$ cat src/rtl/sprite_motion_ctrl.sv
// sprite_motion_ctrl: grid-stepped player motion for the Pacman core.
// Each step attempt waits STEP_DIV cycles, then computes a candidate cell
// and asks the external maze lookup (wall_req/wall_ack) whether it is free.
// Optional feature macro: TURN_BUFFER_EN. When it is defined, a blocked turn
// request falls back to a second query along the current heading, and the
// turn is kept pending so it can be retried on later ticks.
module sprite_motion_ctrl #(
  parameter int X_W      = 8,
  parameter int Y_W      = 8,
  parameter int GRID_W   = 160,
  parameter int GRID_H   = 120,
  parameter int STEP_DIV = 500000,
  parameter int START_X  = 80,
  parameter int START_Y  = 80,
  parameter int WRAP     = 1
) (
  input  logic           CLOCK_50,
  input  logic           reset,
  input  logic           startGame,
  input  logic [1:0]     direction,
  input  logic           wall_ack,
  input  logic           wall_blocked,
  output logic           wall_req,
  output logic [X_W-1:0] wall_x,
  output logic [Y_W-1:0] wall_y,
  output logic [X_W-1:0] pos_x,
  output logic [Y_W-1:0] pos_y,
  output logic [1:0]     heading,
  output logic           moving,
  output logic           move_tick,
  output logic [15:0]    step_count
);

  localparam int DIV_W = (STEP_DIV > 1) ? $clog2(STEP_DIV) : 1;
  localparam logic [DIV_W-1:0] DIV_LAST = DIV_W'(STEP_DIV - 1);
  localparam logic [X_W-1:0]   X_MAX    = X_W'(GRID_W - 1);
  localparam logic [Y_W-1:0]   Y_MAX    = Y_W'(GRID_H - 1);
  localparam logic [X_W-1:0]   X_INIT   = X_W'(START_X);
  localparam logic [Y_W-1:0]   Y_INIT   = Y_W'(START_Y);

  typedef enum logic [2:0] {
    S_IDLE,
    S_RUN_WAIT,
    S_EVAL,
    S_REQ,
    S_MOVE,
    S_BLOCK
`ifdef TURN_BUFFER_EN
    , S_EVAL2
`endif
  } state_t;

  state_t           state_q;
  logic [DIV_W-1:0] div_q;
  logic [1:0]       req_dir_q;
  logic             wall_req_q;
  logic [X_W-1:0]   wall_x_q;
  logic [Y_W-1:0]   wall_y_q;
  logic [X_W-1:0]   pos_x_q;
  logic [Y_W-1:0]   pos_y_q;
  logic [1:0]       heading_q;
  logic             moving_q;
  logic             move_tick_q;
  logic [15:0]      step_count_q;
`ifdef TURN_BUFFER_EN
  logic             second_q;
  logic [1:0]       pending_dir_q;
  logic             pending_vld_q;
`endif

  logic [1:0]     eval_dir;
  logic [X_W-1:0] cand_x;
  logic [Y_W-1:0] cand_y;
  logic           cand_off;

`ifdef TURN_BUFFER_EN
  assign eval_dir = (state_q == S_EVAL2) ? heading_q : direction;
`else
  assign eval_dir = direction;
`endif

  // Neighbour cell one step along eval_dir, wrapped at the grid edges;
  // cand_off flags that the wrap was needed.
  always_comb begin
    cand_x   = pos_x_q;
    cand_y   = pos_y_q;
    cand_off = 1'b0;
    case (eval_dir)
      2'd0: begin
        if (pos_y_q == '0) begin
          cand_off = 1'b1;
          cand_y   = Y_MAX;
        end else begin
          cand_y = pos_y_q - 1'b1;
        end
      end
      2'd1: begin
        if (pos_x_q == X_MAX) begin
          cand_off = 1'b1;
          cand_x   = '0;
        end else begin
          cand_x = pos_x_q + 1'b1;
        end
      end
      2'd2: begin
        if (pos_y_q == Y_MAX) begin
          cand_off = 1'b1;
          cand_y   = '0;
        end else begin
          cand_y = pos_y_q + 1'b1;
        end
      end
      default: begin
        if (pos_x_q == '0) begin
          cand_off = 1'b1;
          cand_x   = X_MAX;
        end else begin
          cand_x = pos_x_q - 1'b1;
        end
      end
    endcase
  end

  // Motion FSM with registered outputs; dropping startGame re-initialises
  // everything exactly like reset, which also cancels an in-flight query.
  always_ff @(posedge CLOCK_50) begin
    if (reset || !startGame) begin
      state_q      <= S_IDLE;
      div_q        <= '0;
      req_dir_q    <= 2'd0;
      wall_req_q   <= 1'b0;
      wall_x_q     <= '0;
      wall_y_q     <= '0;
      pos_x_q      <= X_INIT;
      pos_y_q      <= Y_INIT;
      heading_q    <= 2'd0;
      moving_q     <= 1'b0;
      move_tick_q  <= 1'b0;
      step_count_q <= 16'd0;
`ifdef TURN_BUFFER_EN
      second_q      <= 1'b0;
      pending_dir_q <= 2'd0;
      pending_vld_q <= 1'b0;
`endif
    end else begin
      move_tick_q <= 1'b0;
      case (state_q)
        S_IDLE: begin
          div_q   <= '0;
          state_q <= S_RUN_WAIT;
        end
        S_RUN_WAIT: begin
          if (div_q == DIV_LAST) begin
            div_q   <= '0;
            state_q <= S_EVAL;
          end else begin
            div_q <= div_q + 1'b1;
          end
        end
        S_EVAL: begin
          req_dir_q <= direction;
`ifdef TURN_BUFFER_EN
          second_q <= 1'b0;
          if (pending_vld_q && (pending_dir_q != direction)) begin
            pending_vld_q <= 1'b0;
          end
          if (cand_off && (WRAP == 0)) begin
            state_q <= (direction != heading_q) ? S_EVAL2 : S_BLOCK;
          end else begin
            wall_x_q   <= cand_x;
            wall_y_q   <= cand_y;
            wall_req_q <= 1'b1;
            state_q    <= S_REQ;
          end
`else
          if (cand_off && (WRAP == 0)) begin
            state_q <= S_BLOCK;
          end else begin
            wall_x_q   <= cand_x;
            wall_y_q   <= cand_y;
            wall_req_q <= 1'b1;
            state_q    <= S_REQ;
          end
`endif
        end
`ifdef TURN_BUFFER_EN
        // Fallback query straight ahead after a blocked turn.
        S_EVAL2: begin
          second_q      <= 1'b1;
          pending_dir_q <= req_dir_q;
          pending_vld_q <= 1'b1;
          if (cand_off && (WRAP == 0)) begin
            state_q <= S_BLOCK;
          end else begin
            wall_x_q   <= cand_x;
            wall_y_q   <= cand_y;
            wall_req_q <= 1'b1;
            state_q    <= S_REQ;
          end
        end
`endif
        S_REQ: begin
          if (wall_ack) begin
            wall_req_q <= 1'b0;
`ifdef TURN_BUFFER_EN
            if (!wall_blocked) begin
              if (!second_q) pending_vld_q <= 1'b0;
              state_q <= S_MOVE;
            end else if (!second_q && (req_dir_q != heading_q)) begin
              state_q <= S_EVAL2;
            end else begin
              state_q <= S_BLOCK;
            end
`else
            state_q <= wall_blocked ? S_BLOCK : S_MOVE;
`endif
          end
        end
        S_MOVE: begin
          pos_x_q     <= wall_x_q;
          pos_y_q     <= wall_y_q;
`ifdef TURN_BUFFER_EN
          if (!second_q) heading_q <= req_dir_q;
`else
          heading_q   <= req_dir_q;
`endif
          moving_q    <= 1'b1;
          move_tick_q <= 1'b1;
          if (step_count_q != 16'hFFFF) step_count_q <= step_count_q + 16'd1;
          state_q     <= S_RUN_WAIT;
        end
        S_BLOCK: begin
          moving_q <= 1'b0;
          state_q  <= S_RUN_WAIT;
        end
        default: state_q <= S_IDLE;
      endcase
    end
  end

  assign wall_req   = wall_req_q;
  assign wall_x     = wall_x_q;
  assign wall_y     = wall_y_q;
  assign pos_x      = pos_x_q;
  assign pos_y      = pos_y_q;
  assign heading    = heading_q;
  assign moving     = moving_q;
  assign move_tick  = move_tick_q;
  assign step_count = step_count_q;

endmodule

$ cat config.mk
export PLATFORM = sky130hd
export DESIGN_NAME = sprite_motion_ctrl
export DESIGN_NICKNAME = d
export VERILOG_FILES = /design/src/rtl/sprite_motion_ctrl.sv
export SDC_FILE = /design/constraint.sdc
export NUM_CORES = 1
export LEC_CHECK = 0
export CAP_MARGIN = 25
export CELL_PAD_IN_SITES_DETAIL_PLACEMENT = 1
export CELL_PAD_IN_SITES_GLOBAL_PLACEMENT = 1
export CORE_MARGIN = 2
export CORE_UTILIZATION = 40
export DETAILED_ROUTE_END_ITERATION = 6
export GPL_TIMING_DRIVEN = 0
export PLACE_DENSITY = 0.86
export SLEW_MARGIN = 10
export SYNTH_ARGS = -nofsm -noshare
export SYNTH_HDL_FRONTEND = slang
export SYNTH_SLANG_ARGS = --single-unit
export TNS_END_PERCENT = 20
$ cat constraint.sdc
create_clock -name CLOCK_50 -period 2.45 [get_ports CLOCK_50]
set_input_delay 0.49 -clock CLOCK_50 [delete_from_list [all_inputs] [get_ports CLOCK_50]]
set_output_delay 0.49 -clock CLOCK_50 [all_outputs]
set_load 0.005 [all_outputs]
==> impl_metrics.csv <==
group,metric,value,unit
die,die_w,106,um
placed_design,dpl.hpwl,9370,um
placed_design,dp_cells,729,
critical_path,crit_path_max_fanout,10,
synth,syn_area,4130,um^2
finish,multi_input_comb_area,2440,um^2
finish,drive_above_1_share,5.77,%
synth,synth_ff_type,"dfxtp_1",
finish,syn2layout_area_growth,23.6,%
sta,setup_violations,0,
synth,yosys_warnings,0,
global_route,grt_pass1_wl,21700,um
pwr,p_per_area,462,nW/um^2
sta,fmax,430,MHz
critical_path,r2r_cells,6,
global_route,grt_pass1_vias,4412,
die,rows,37,
global_route,grt_max_degree,13,
finish,utilization,50.2,%
pwr,ir_drop,222,uV
sta,max_slew.worst_pin.slew,0.748,ns
detailed_routing,detail_route.wl_per_cell,17.9,um
sta,rsz0062_at_grt,"no",
clocking,cts_buffers,9,
global_route,use_met2,40.9,%
critical_path,critPathCaptureType,"flip-flop",
worst_hold_path,hold_path_end,"heading[0]",
placed_design,placed_cell_area,4890,um^2
synth,avgSynthCellArea,7.74,um^2
die,io_pins,60,
die,coreArea,10200,um^2
sta,report.final.slew_viol_count,0,
finish,ff_latch_area,1540,um^2
die,die_h,106,um
finish,n_antenna_cell,0,
clocking,path_clk_slew,0.08,ns
global_route,busiest_layer,"met2",
pwr,leakage,1.72,nW
critical_path,start_kind,"input port",
detailed_routing,drt_iter0_drc,216,
detailed_routing,drtAntennaViolNets,0,
placed_design,routabilityCongestion,0.917,
die,dieArea,11200,um^2
clocking,htree_levels,3,
synth,synth_cells,534,
finish,nNetsFinal,619,
synth,netlist_top_cells_area,"dfxtp_1 37%, nand2_1 7.9%, a21oi_1 5.6%",
clocking,cts_sinks,77,
global_route,met3_usage,4.58,%
clocking,hold_buffers,0,
outcome,run_status,"complete, no violations",
clocking,insertion_delay,0.37,ns
synth,syn_nets,549,
synth,yosysMostFrequentCell,"nand2_1",
synth,synth_edf_count,0,
synth,yosys.area.top_type,"dfxtp_1",
clocking,cts_tree,"built",
sta,fin_crit,2.32,ns
detailed_routing,drc_errors,0,
synth,synth_top_area_share,37.3,%
synth,ys_ff_latch,77,
critical_path,required,2.67,ns
placed_design,port_buffers,59,
critical_path,r2r_end,"state_q[0]",
critical_path,r2r-start,"div_q[0]",
detailed_routing,drtPass1Iterations,4,
sta,finalHoldViolCount,0,
synth,ys_seq_area_share,37.3,%
critical_path,worst-setup-path-type,"in2reg",
global_route,antenna_found_initial,0,
sta,skew,0.0116,ns
synth,synth.distinct_cells,58,
synth,async_flop_share,0,%
global_route,overflow,0,
detailed_routing,via_per_inst,5.74,
finish,layoutNonFillerInstCount,743,
worst_hold_path,min_from,"req_dir_q[0]",
global_route,grt.met1_usage,30.6,%
clocking,cts_buffer_depth,2,
clocking,cts_setup_buffers,0,
flow_run,maxCapViolations,0,
global_route,grtUsageTotal,24.2,%
worst_hold_path,hold_path_depth,2,
critical_path,r2r_slack,0.21,ns
worst_hold_path,holdCritPathClass,"reg2reg",
finish,final_cell_area,5110,um^2
sta,period_share,94.8,%
sta,max_slew_margin,49.7,%
detailed_routing,routed_wl,13300,um
clocking,cts_resized,0,
clocking,clockRootBuffer,"clkbuf_8",
detailed_routing,vias,4268,
critical_path,crit_arrival,2.55,ns
finish,fillers,1297,
die,start_util,40.6,%
synth,yosys-top-cells-count,"87 x nand2_1, 77 x dfxtp_1, 50 x nor2_1, 46 x a21oi_1, 33 x clkbuf_1",
[cell usage in the layout, fill, tap and decap left out, drive strengths merged, types with 5 or more instances in the layout]
cell type	n
a21oi	46
dfxtp	77
o21ai	24
inv	11
o31ai	5
nand2	87
a211oi	6
nand4	11
clkbuf	43
nand2b	5
mux2i	7
and4	5
nor2	50
nor3	14
xnor2	15
a31oi	9
and3	9
ha	8
xor2	12
nand3	26
clkdlybuf4s50	59
[cell type report]
type / instances / area share, %
Multi-Input combinational cell: 409 / 47.7
Sequential cell: 77 / 30.2
Timing Repair Buffer: 59 / 11.6
Tap cell: 136 / 3.33
Buffer: 37 / 2.74
Clock buffer: 10 / 2.69
Clock inverter: 4 / 0.979
Inverter: 11 / 0.808
[worst max path at each step]
stage | startpoint | end | depth (start not counted)
3_3_place_gp | direction[1] | wall_y[4] | 5
4_1_cts | direction[1] | wall_y[4] | 5
3_5_place_dp | direction[1] | wall_y[4] | 5
6_report | direction[1] | wall_x[4] | 7
5_1_grt | div_q[0] | state_q[0] | 6
2_1_floorplan | div_q[0] | div_q[13] | 7
[routing by layer]
metal / part of all wire, % / wire length (um) / up-vias
met5: 0 / 0 / -
met4: 2.2 / 289 / 0
met3: 3.8 / 507 / 20
met2: 49 / 6490 / 113
met1: 45 / 6050 / 2102
li1: - / - / 2033
[registers in the layout, indices dropped and copies added (netlist names), 2 cells and up]
name / count
step_count: 16
pos_y: 8
state_q: 3
wall_x: 8
pos_x: 8
wall_y: 8
div_q: 19
req_dir_q: 2
heading: 2
[critical path, stage by stage]
cell and delay (ns):
clkdlybuf4s50_1 0.49, clkbuf_1 0.44, nand2_1 0.10, o31ai_1 0.37, mux2_2 0.39, o221ai_1 0.18, a21oi_1 0.09
[through the flow]
stage               hold slack (ns)  total power [mW]  setup WS (ns)  setup TNS [ns]
global route                  0.495              2.43        0.00870               0
finish                        0.467              2.36          0.127               0
floorplan                     0.432              1.36          0.480               0
CTS                           0.468              2.37         0.0561               0
global placement              0.447              1.42         -0.281          -0.512
detailed placement            0.454              1.42         -0.314          -0.997
[where the power goes]
group | leakage, nW | internal [mW] | switching [mW]
logic | 1.01 | 0.0423 | 0.0934
clock network | 0.0902 | 0.485 | 0.478
registers | 0.621 | 1.26 | 0.00440
[logic make-up (layout without fill, tap and decap cells)]
family | count (synthesis) | count (layout) | share of synthesized area (%)
AND/OR/NAND/NOR | 239 | 239 | 28.6
flip-flops | 77 | 77 | 37.3
XOR/XNOR | 27 | 27 | 5.72
AO/OA/AOI/OAI | 124 | 124 | 18.8
buffers and inverters | 48 | 121 | 4.39
multiplexers | 11 | 11 | 2.79
adder cells (fa/ha/maj) | 8 | 8 | 2.42
Note: power is estimated with default switching activity, not from simulation.
